$ cat src/rtl/pipe_stall_ctrl_pkg.sv
// Shared types and stall-vector encodings for the pipeline sequencer.
// Stall bit order is {wb,mem,ex,id,if,pc}; bit0 freezes the PC.
package pipe_stall_ctrl_pkg;

  localparam int STALL_W = 6;
  typedef logic [STALL_W-1:0] stall_bus_t;

  localparam stall_bus_t STALL_NONE = 6'b000000;
  localparam stall_bus_t STALL_IF   = 6'b000011;
  localparam stall_bus_t STALL_ID   = 6'b000111;
  localparam stall_bus_t STALL_EX   = 6'b001111;
  localparam stall_bus_t STALL_MEM  = 6'b011111;

  localparam logic [31:0] ZERO_WORD = 32'h0000_0000;

  typedef enum logic [1:0] {
    CTRL_IDLE  = 2'd0,
    CTRL_STALL = 2'd1,
    CTRL_FLUSH = 2'd2
  } ctrl_state_t;

  // Later stages win: freezing a later stage must also freeze everything upstream.
  function automatic stall_bus_t stall_encode(input logic if_req, input logic id_req,
                                              input logic ex_req, input logic mem_req);
    if (mem_req)     return STALL_MEM;
    else if (ex_req) return STALL_EX;
    else if (id_req) return STALL_ID;
    else if (if_req) return STALL_IF;
    else             return STALL_NONE;
  endfunction

endpackage

$ cat src/rtl/pipe_stall_ctrl_if.sv
// Request/response bundle between the pipeline stages (master) and the sequencer (slave).
interface pipe_stall_ctrl_if;
  import pipe_stall_ctrl_pkg::*;

  logic        if_stallreq_i;
  logic        id_stallreq_i;
  logic        ex_stallreq_i;
  logic        mem_stallreq_i;
  logic        flush_req_i;
  logic [31:0] new_pc_i;

  stall_bus_t  stall_o;
  logic        flush_o;
  logic [31:0] new_pc_o;
  logic        stall_timeout_o;
  logic [31:0] stall_cycles_o;
  logic [31:0] flush_count_o;

  modport master (
    output if_stallreq_i, id_stallreq_i, ex_stallreq_i, mem_stallreq_i, flush_req_i, new_pc_i,
    input  stall_o, flush_o, new_pc_o, stall_timeout_o, stall_cycles_o, flush_count_o
  );

  modport slave (
    input  if_stallreq_i, id_stallreq_i, ex_stallreq_i, mem_stallreq_i, flush_req_i, new_pc_i,
    output stall_o, flush_o, new_pc_o, stall_timeout_o, stall_cycles_o, flush_count_o
  );

endinterface

$ cat src/rtl/pipe_stall_ctrl_perf_cnt.sv
// Wrapping 32-bit performance counters for stall cycles and accepted flushes.
// Only instantiated when STALL_PERF_CNT_EN is defined.
module pipe_stall_ctrl_perf_cnt (
  input  logic        clk,
  input  logic        rst,
  input  logic        stall_active,
  input  logic        flush_accept,
  output logic [31:0] stall_cycles,
  output logic [31:0] flush_count
);

  always_ff @(posedge clk) begin
    if (rst) begin
      stall_cycles <= '0;
      flush_count  <= '0;
    end else begin
      if (stall_active) stall_cycles <= stall_cycles + 32'd1;
      if (flush_accept) flush_count  <= flush_count + 32'd1;
    end
  end

endmodule

$ cat src/rtl/pipe_stall_ctrl.sv
// Pipeline sequencer: merges stage stall requests, sequences flushes, runs a stall watchdog.
// Optional perf counters are built when STALL_PERF_CNT_EN is defined.
//
//  state      | meaning
//  CTRL_IDLE  | no stall request, pipeline advancing
//  CTRL_STALL | at least one stage requesting a stall
//  CTRL_FLUSH | clearing pipeline registers, PC redirected, requests ignored
module pipe_stall_ctrl
  import pipe_stall_ctrl_pkg::*;
#(
  parameter int FLUSH_LEN     = 2,
  parameter int STALL_TIMEOUT = 1024,
  parameter int CNT_W         = 11
) (
  input  logic              clk,
  input  logic              rst,
  pipe_stall_ctrl_if.slave  bus
);

  localparam logic [3:0]       FLUSH_LOAD = 4'(FLUSH_LEN - 1);
  localparam logic [CNT_W-1:0] WD_LIMIT   = CNT_W'(STALL_TIMEOUT);

  ctrl_state_t      state;
  logic [3:0]       flush_cnt;
  logic             flush_q;
  logic [31:0]      new_pc_q;
  logic [CNT_W-1:0] wd_cnt;
  logic             timeout_q;
  stall_bus_t       stall_req;
  stall_bus_t       stall_vec;
  logic             stall_active;

  assign stall_req    = stall_encode(bus.if_stallreq_i, bus.id_stallreq_i,
                                     bus.ex_stallreq_i, bus.mem_stallreq_i);
  assign stall_vec    = (state == CTRL_FLUSH) ? STALL_NONE : stall_req;
  assign stall_active = (stall_vec != STALL_NONE);

  always_ff @(posedge clk) begin
    if (rst) begin
      state     <= CTRL_IDLE;
      flush_cnt <= '0;
      flush_q   <= 1'b0;
      new_pc_q  <= ZERO_WORD;
    end else begin
      case (state)
        CTRL_IDLE, CTRL_STALL: begin
          if (bus.flush_req_i) begin
            state     <= CTRL_FLUSH;
            flush_cnt <= FLUSH_LOAD;
            flush_q   <= 1'b1;
            new_pc_q  <= bus.new_pc_i;
          end else if (stall_req != STALL_NONE) begin
            state <= CTRL_STALL;
          end else begin
            state <= CTRL_IDLE;
          end
        end
        CTRL_FLUSH: begin
          // Down-counter; terminal count ends the flush, late flush requests are dropped.
          if (flush_cnt == 4'd0) begin
            state    <= CTRL_IDLE;
            flush_q  <= 1'b0;
            new_pc_q <= ZERO_WORD;
          end else begin
            flush_cnt <= flush_cnt - 4'd1;
          end
        end
        default: begin
          state    <= CTRL_IDLE;
          flush_q  <= 1'b0;
          new_pc_q <= ZERO_WORD;
        end
      endcase
    end
  end

  // Watchdog counts consecutive stalled cycles; stall_vec is already zero during FLUSH.
  always_ff @(posedge clk) begin
    if (rst) begin
      wd_cnt    <= '0;
      timeout_q <= 1'b0;
    end else if (!stall_active) begin
      wd_cnt <= '0;
    end else if (wd_cnt != WD_LIMIT) begin
      wd_cnt <= wd_cnt + 1'b1;
      if (wd_cnt == WD_LIMIT - 1'b1) timeout_q <= 1'b1;
    end
  end

  assign bus.stall_o         = stall_vec;
  assign bus.flush_o         = flush_q;
  assign bus.new_pc_o        = new_pc_q;
  assign bus.stall_timeout_o = timeout_q;

`ifdef STALL_PERF_CNT_EN
  logic        flush_accept;
  logic [31:0] stall_cycles;
  logic [31:0] flush_count;

  assign flush_accept = bus.flush_req_i && (state != CTRL_FLUSH);

  pipe_stall_ctrl_perf_cnt u_stall_perf_cnt (
    .clk          (clk),
    .rst          (rst),
    .stall_active (stall_active),
    .flush_accept (flush_accept),
    .stall_cycles (stall_cycles),
    .flush_count  (flush_count)
  );

  assign bus.stall_cycles_o = stall_cycles;
  assign bus.flush_count_o  = flush_count;
`else
  assign bus.stall_cycles_o = ZERO_WORD;
  assign bus.flush_count_o  = ZERO_WORD;
`endif

endmodule

$ cat src/flat_wrapper.sv
// flat-port wrapper written by rule: the top's interface ports become plain ports
module pipe_stall_ctrl_flat import pipe_stall_ctrl_pkg::*;
#(
  parameter int FLUSH_LEN     = 2,
  parameter int STALL_TIMEOUT = 1024,
  parameter int CNT_W         = 11
)
  (clk, rst, bus_if_stallreq_i, bus_id_stallreq_i, bus_ex_stallreq_i, bus_mem_stallreq_i, bus_flush_req_i, bus_new_pc_i, bus_stall_o, bus_flush_o, bus_new_pc_o, bus_stall_timeout_o, bus_stall_cycles_o, bus_flush_count_o);
  pipe_stall_ctrl_if bus_i ();
  input  logic clk;
  input  logic rst;
  input wire logic [$bits(bus_i.if_stallreq_i)-1:0] bus_if_stallreq_i;
  input wire logic [$bits(bus_i.id_stallreq_i)-1:0] bus_id_stallreq_i;
  input wire logic [$bits(bus_i.ex_stallreq_i)-1:0] bus_ex_stallreq_i;
  input wire logic [$bits(bus_i.mem_stallreq_i)-1:0] bus_mem_stallreq_i;
  input wire logic [$bits(bus_i.flush_req_i)-1:0] bus_flush_req_i;
  input wire logic [$bits(bus_i.new_pc_i)-1:0] bus_new_pc_i;
  output wire logic [$bits(bus_i.stall_o)-1:0] bus_stall_o;
  output wire logic [$bits(bus_i.flush_o)-1:0] bus_flush_o;
  output wire logic [$bits(bus_i.new_pc_o)-1:0] bus_new_pc_o;
  output wire logic [$bits(bus_i.stall_timeout_o)-1:0] bus_stall_timeout_o;
  output wire logic [$bits(bus_i.stall_cycles_o)-1:0] bus_stall_cycles_o;
  output wire logic [$bits(bus_i.flush_count_o)-1:0] bus_flush_count_o;
  assign bus_i.if_stallreq_i = bus_if_stallreq_i;
  assign bus_i.id_stallreq_i = bus_id_stallreq_i;
  assign bus_i.ex_stallreq_i = bus_ex_stallreq_i;
  assign bus_i.mem_stallreq_i = bus_mem_stallreq_i;
  assign bus_i.flush_req_i = bus_flush_req_i;
  assign bus_i.new_pc_i = bus_new_pc_i;
  assign bus_stall_o = bus_i.stall_o;
  assign bus_flush_o = bus_i.flush_o;
  assign bus_new_pc_o = bus_i.new_pc_o;
  assign bus_stall_timeout_o = bus_i.stall_timeout_o;
  assign bus_stall_cycles_o = bus_i.stall_cycles_o;
  assign bus_flush_count_o = bus_i.flush_count_o;
  pipe_stall_ctrl #(.FLUSH_LEN(FLUSH_LEN), .STALL_TIMEOUT(STALL_TIMEOUT), .CNT_W(CNT_W)) u_core (.clk(clk), .rst(rst), .bus(bus_i));
endmodule
$ cat config.mk
export PLATFORM = sky130hd
export DESIGN_NAME = pipe_stall_ctrl_flat
export DESIGN_NICKNAME = d
export VERILOG_FILES = /design/src/rtl/pipe_stall_ctrl_pkg.sv /design/src/rtl/pipe_stall_ctrl_if.sv /design/src/rtl/pipe_stall_ctrl_perf_cnt.sv /design/src/rtl/pipe_stall_ctrl.sv /design/src/flat_wrapper.sv
export SDC_FILE = /design/constraint.sdc
export NUM_CORES = 1
export LEC_CHECK = 0
export ABC_AREA = 1
export CORE_MARGIN = 4
export CORE_UTILIZATION = 35
export DETAILED_ROUTE_END_ITERATION = 6
export PLACE_DENSITY = 0.76
export SLEW_MARGIN = 0
export SYNTH_ARGS = -nofsm -noshare
export SYNTH_HDL_FRONTEND = slang
export SYNTH_HIERARCHICAL = 1
export SYNTH_SLANG_ARGS = --single-unit
$ cat constraint.sdc
create_clock -name clk -period 1.4 [get_ports clk]
set_clock_uncertainty 0.2 [all_clocks]
set_input_delay 0.28 -clock clk [delete_from_list [all_inputs] [get_ports clk]]
set_output_delay 0.28 -clock clk [all_outputs]
set_load 0.01 [all_outputs]
==> flow_summary.json, run 1 <==
{
  "violations": "negative setup slack",
  "worstSetupPathType": "reg -> reg",
  "drive_above_1_share_pct": 34.93,
  "period_needed_ns": 1.655,
  "cp_max_fo": 8,
  "finalWirelength_um": 7199,
  "vias_per_cell": 4.390,
  "tns_ns": -6.142,
  "ys_seq_elements": 51,
  "setup_ws_ns": -0.2553,
  "firstDrtPassIters": 4,
  "timing.fmax_ghz": 0.6041,
  "wl_per_cell_um": 12.92,
  "multi_input_area_sq_mm": 0.001515,
  "ios": 143,
  "period_share_pct": 118.2,
  "yosysSeqAreaShare_pct": 39.04,
  "synthFlopType": "dfxtp_1",
  "synth_edf_count": 0,
  "avgSynthCellArea_sq_um": 7.471,
  "status": "finished, violations left",
  "maxCapViolCount": 0,
  "powerDensity_mw_per_mm2": 893.4,
  "syn_area_sq_mm": 0.002615,
  "timing.rr.end": "u_core/bus.new_pc_o[18]",
  "layout_commonest_cell": "nand2_1",
  "ant_nets": 0,
  "yosys_warnings": 6,
  "grt_pass1_wl_um": 10400,
  "start_util_pct": 36.05,
  "start_kind": "register",
  "antenna_cells": 0,
  "synthToLayoutAreaGrowth_pct": 45.50,
  "utilization_pct": 52.46,
  "reg2regPathDepth": 9,
  "coreArea_sq_mm": 0.007253,
  "grt_start_max_net_pins": 26,
  "final_max_slew_viol_count": 0,
  "critPathLaunch": "u_core/state[1]",
  "hold_path.class": "reg -> reg",
  "place_congestion": 0.8648,
  "hold_viol": 0,
  "htree_num_levels": 2,
  "clockBufferDepth": 2,
  "cts.sinks": 51,
  "min_from": "u_core/bus.new_pc_o[28]",
  "grt_pass1_vias": 2241,
  "worstPathArrival_ns": 1.68,
  "endpoint_kind": "register",
  "dieArea_sq_mm": 0.008918,
  "nets": 499,
  "cp_data_required_time_ns": 1.43,
  "drt_iter0_drc": 63,
  "power_leakage_nw": 1.657,
  "cts_tree": "done",
  "antenna_found_initial": 0,
  "seq_area_sq_mm": 0.001031,
  "r2r_start": "u_core/state[1]",
  "final_cell_mix": "71 x nand2_1, 65 x conb_1, 43 x dfxtp_1",
  "rsz0062_at_grt": "yes",
  "fillers": 685,
  "cts_buffers": 5,
  "dp_hpwl_um": 4732,
  "grt-ovfl-total": 0,
  "path_clk_slew_ns": 0.09,
  "grt_use_total_pct": 14.57,
  "setup_viol": 43,
  "synthCells": 350,
  "rrSetupSlack_ns": -0.26,
  "vias": 2445,
  "whs_endpoint": "u_core/bus.new_pc_o[28]",
  "worst_skew_pair.late_latency_ns": 0.30,
  "synth_cell_types": 26,
  "dieHeight_um": 94.44,
  "drcViolationCount": 0,
  "whs_path_depth": 2,
  "port_buffers": 77,
  "row_count": 31,
  "cts-root-buf": "clkbuf_8",
  "irDropWorstVdd_v": 0.0004231,
  "die_width_um": 94.44,
  "ys_async_sr_fraction_pct": 0
}
==> flip-flops by register name, indices dropped and copies added, names as in the netlist <==
| name | cells |
|---|---|
| u_core/bus.flush_o | 1 |
| u_core/bus.new_pc_o | 32 |
| u_core/bus.stall_timeout_o | 1 |
| u_core/flush_cnt | 4 |
| u_core/state | 2 |
| u_core/wd_cnt | 11 |
==> synthesized netlist by cell type (3+ instances only) <==
cell type | number | area [sq um]
nand2_1 | 94 | 352.8
buf_4 | 69 | 518.0
dfxtp_1 | 51 | 1021
a21oi_1 | 44 | 220.2
nor2_1 | 22 | 82.58
inv_1 | 19 | 71.32
nand3_1 | 10 | 50.05
nand4_1 | 4 | 25.02
nor3_1 | 4 | 20.02
o21ai_0 | 4 | 20.02
buf_2 | 3 | 15.01
buf_6 | 3 | 33.78
clkbuf_1 | 3 | 11.26
ha_1 | 3 | 37.54
nand3b_1 | 3 | 22.52
==> kinds of logic after synthesis <==
kind of cell / count (synthesis) / share of synthesized area (%)
AND/OR/NAND/NOR: 143 / 23.64
AO/OA/AOI/OAI: 51 / 9.952
buffers and inverters: 99 / 25.12
other: 1 / 0.1434
flip-flops: 51 / 39.04
adder cells (fa/ha/maj): 3 / 1.436
XOR/XNOR: 2 / 0.6700
==> layer usage <==
metal	up-vias	routed length, um	global-route usage [%]	part of all wire (%)
li1	1196	-	-	-
met1	1137	2785	16.91	39
met2	105	3722	26.89	52
met3	7	631	2.948	8.8
met4	0	60	4.212	0.83
met5	-	0	0	0
==> worst max-delay path by stage <==
stage	endpoint	slack (ns)	depth (start not counted)
final	u_core/bus.new_pc_o[18]	-0.26	9
after global routing	u_core/bus.new_pc_o[18]	-0.31	9
after CTS	bus_stall_o[0]	-0.20	6
after detailed placement	bus_stall_o[0]	-0.66	6
after global placement	bus_stall_o[1]	-0.64	6
after floorplan	u_core/bus.flush_o	0.02	8
==> where the power goes <==
part | total [mW] | switching, mW | internal, mW
Sequential | 1.59 | 0.0541 | 1.53
Clock | 0.871 | 0.465 | 0.405
Combinational | 0.942 | 0.514 | 0.428
==> repair_timing <==
| action | 4_1_cts | 5_1_grt |
|---|---|---|
| endpoints found under the setup margin | 77 | 85 |
| gates resized for setup | 110 | 113 |
| gates cloned | 5 | 0 |
| pin swaps | 11 | 7 |
| hold buffers | 0 | 0 |
| buffers inserted | 10 | 4 |
==> cell type report <==
cell class / instances / share of cell area [%]
Clock buffer: 7 / 2.269
Clock inverter: 1 / 0.2302
Inverter: 21 / 2.269
Multi-Input combinational cell: 268 / 39.82
Sequential cell: 51 / 27.10
Tap cell: 99 / 3.256
Timing Repair Buffer: 110 / 25.06
==> critical path: stages, from the launching register on <==
cell and delay [ns]:
dfxtp_2 0.35, inv_4 0.05, nor2_8 0.14, buf_4 0.13
buf_6 0.10, nand2_8 0.11, buf_12 0.16, nand2_8 0.09
nand2_1 0.07, a21oi_1 0.16
==> through the flow <==
step           hold WS [ns]  instance area, sq um  cells  power (mW)  setup WS (ns)
2_1_floorplan        0.2274                  2855    414       2.114        0.01872
3_3_place_gp         0.2457                  3347    532       2.310        -0.6365
3_5_place_dp         0.2514                  3347    532       2.329        -0.6608
4_1_cts              0.2607                  3690    553       3.318        -0.1977
5_1_grt              0.2918                  3805    557       3.579        -0.3139
6_report             0.2630                  3805    557       3.399        -0.2553
No activity file was read; power rests on OpenSTA's default activity.
==> run 2: changes to the inputs <==
Settings changed: CORE_UTILIZATION 35 to 42, PLACE_DENSITY 0.76 to 0.86.
Clock period 1.4 ns to 2 ns, I/O delays scaled along.
==> run 2 against run 1 <==
  * The run now ends clean
  * Wire length down 21%
  * Die area fell by 15%
  * Sequential share of layout area up 3.7 points
  * Worst hold slack gained 0.0011 ns
  * Final cell count fell by 10%
  * Via count fell by 10%
  * Count of clock-buffer cells in the layout is 1 higher
==> flow_summary.json, run 2 (same netlist as run 1, synthesis figures left out) <==
{
  "r2r_start": "u_core/flush_cnt[0]",
  "ios": 143,
  "drive_above_1_share_pct": 5.634,
  "power_leakage_nw": 1.406,
  "worst_skew_pair.late_latency_ns": 0.29,
  "dieHeight_um": 86.91,
  "vias_per_cell": 4.381,
  "start_kind": "input port",
  "cp_max_fo": 3,
  "final_area_sq_mm": 0.003316,
  "wl_per_cell_um": 11.36,
  "antenna_cells": 0,
  "largest_reg_flops": 32,
  "path_clk_slew_ns": 0.08,
  "placed_area_sq_mm": 0.003229,
  "rsz0062_at_grt": "no",
  "timing.fmax_ghz": 0.5184,
  "hold_path.class": "reg -> reg",
  "cts_tree": "done",
  "worstSetupPathType": "in -> out",
  "critPathLaunch": "bus_mem_stallreq_i",
  "grt-ovfl-total": 0,
  "min_from": "u_core/bus.new_pc_o[15]",
  "die_width_um": 86.91,
  "setup_viol": 0,
  "status": "finished clean",
  "period_needed_ns": 1.929,
  "grt_use_total_pct": 14.01,
  "ant_nets": 0,
  "grt_start_max_net_pins": 37,
  "drcViolationCount": 0,
  "period_share_pct": 96.45,
  "finalWirelength_um": 5692,
  "postCtsSetupRepairBufs": 0,
  "dp_hpwl_um": 4367,
  "powerDensity_mw_per_mm2": 664.0,
  "nets": 467,
  "postCtsHoldBufs": 0,
  "cts-root-buf": "clkbuf_8",
  "dpl.cell_count": 493,
  "start_util_pct": 43.65,
  "endpoint_kind": "primary output",
  "synthToLayoutAreaGrowth_pct": 26.79,
  "place_congestion": 0.7783,
  "final_cell_mix": "94 x nand2_1, 72 x clkdlybuf4s50_1, 65 x conb_1",
  "antenna_found_initial": 0,
  "whs_ns": 0.2641,
  "clockBufferDepth": 2,
  "drt_iter0_drc": 47,
  "irDropWorstVdd_v": 0.0002904,
  "grt_pass1_vias": 1931,
  "htree_num_levels": 2,
  "cp_data_required_time_ns": 1.40,
  "firstDrtPassIters": 4,
  "layout.cells.non_filler": 501,
  "cts.sinks": 51,
  "cts_buffers": 5,
  "maxCapViolCount": 0,
  "row_count": 28,
  "coreArea_sq_mm": 0.005991,
  "hold_viol": 0,
  "vias": 2195,
  "worstPathArrival_ns": 1.33,
  "dieArea_sq_mm": 0.007552,
  "final_max_slew_viol_count": 0,
  "grt_pass1_wl_um": 8638,
  "port_buffers": 77,
  "layout_commonest_cell": "nand2_1"
}
[run 2: final timing paths]
path | endpoint | slack, ns | depth (start not counted)
max | bus_stall_o[4] | 0.07 | 4
min | u_core/bus.new_pc_o[15] | 0.26 | 2
max reg2reg | u_core/bus.new_pc_o[10] | 0.37 | 7
min reg2reg | u_core/bus.new_pc_o[15] | 0.26 | 2
[run 2: cell type report]
cell class	instances	area, sq um
Inverter	21	78.83
Fill cell	555	2675
Tap cell	75	93.84
Timing Repair Buffer	82	842.1
Sequential cell	51	1021
Clock buffer	8	100.1
Multi-Input combinational cell	264	1180
[run 2: per-stage QoR]
| stage | power [mW] | setup WS (ns) | utilization, % | TNS, ns |
|---|---|---|---|---|
| after floorplan | 1.480 | 0.4997 | - | 0 |
| after global placement | 1.589 | -0.2762 | 53.91 | -1.078 |
| after detailed placement | 1.604 | -0.3167 | 53.91 | -1.328 |
| after CTS | 2.229 | -0.05132 | 55.53 | -0.1008 |
| after global routing | 2.320 | 0.006227 | 55.35 | 0 |
| final | 2.201 | 0.07092 | 55.35 | 0 |
[run 2: where the power goes]
part | switching (mW) | internal [mW] | total, mW
Sequential | 0.0343 | 1.07 | 1.10
Combinational | 0.252 | 0.218 | 0.470
Clock | 0.312 | 0.316 | 0.628
[run 2: timing repair]
action / in CTS / in global routing
gates resized for setup: 7 / 6
endpoints found under the setup margin: 5 / 4
gates cloned: 0 / 0
[run 2: critical path, stage by stage]
cell,delay [ns]
clkdlybuf4s50_1,0.49
inv_1,0.07
nor2_1,0.09
dlygate4sd2_1,0.27
[run 2: metal layers]
| metal | global-route usage, % | vias to the layer above | share of wire, % |
|---|---|---|---|
| met5 | 0 | - | 0 |
| met4 | 3.824 | 0 | 1.2 |
| met3 | 4.163 | 8 | 11 |
| met2 | 23.60 | 86 | 49 |
| met1 | 17.36 | 980 | 39 |
| li1 | - | 1121 | - |
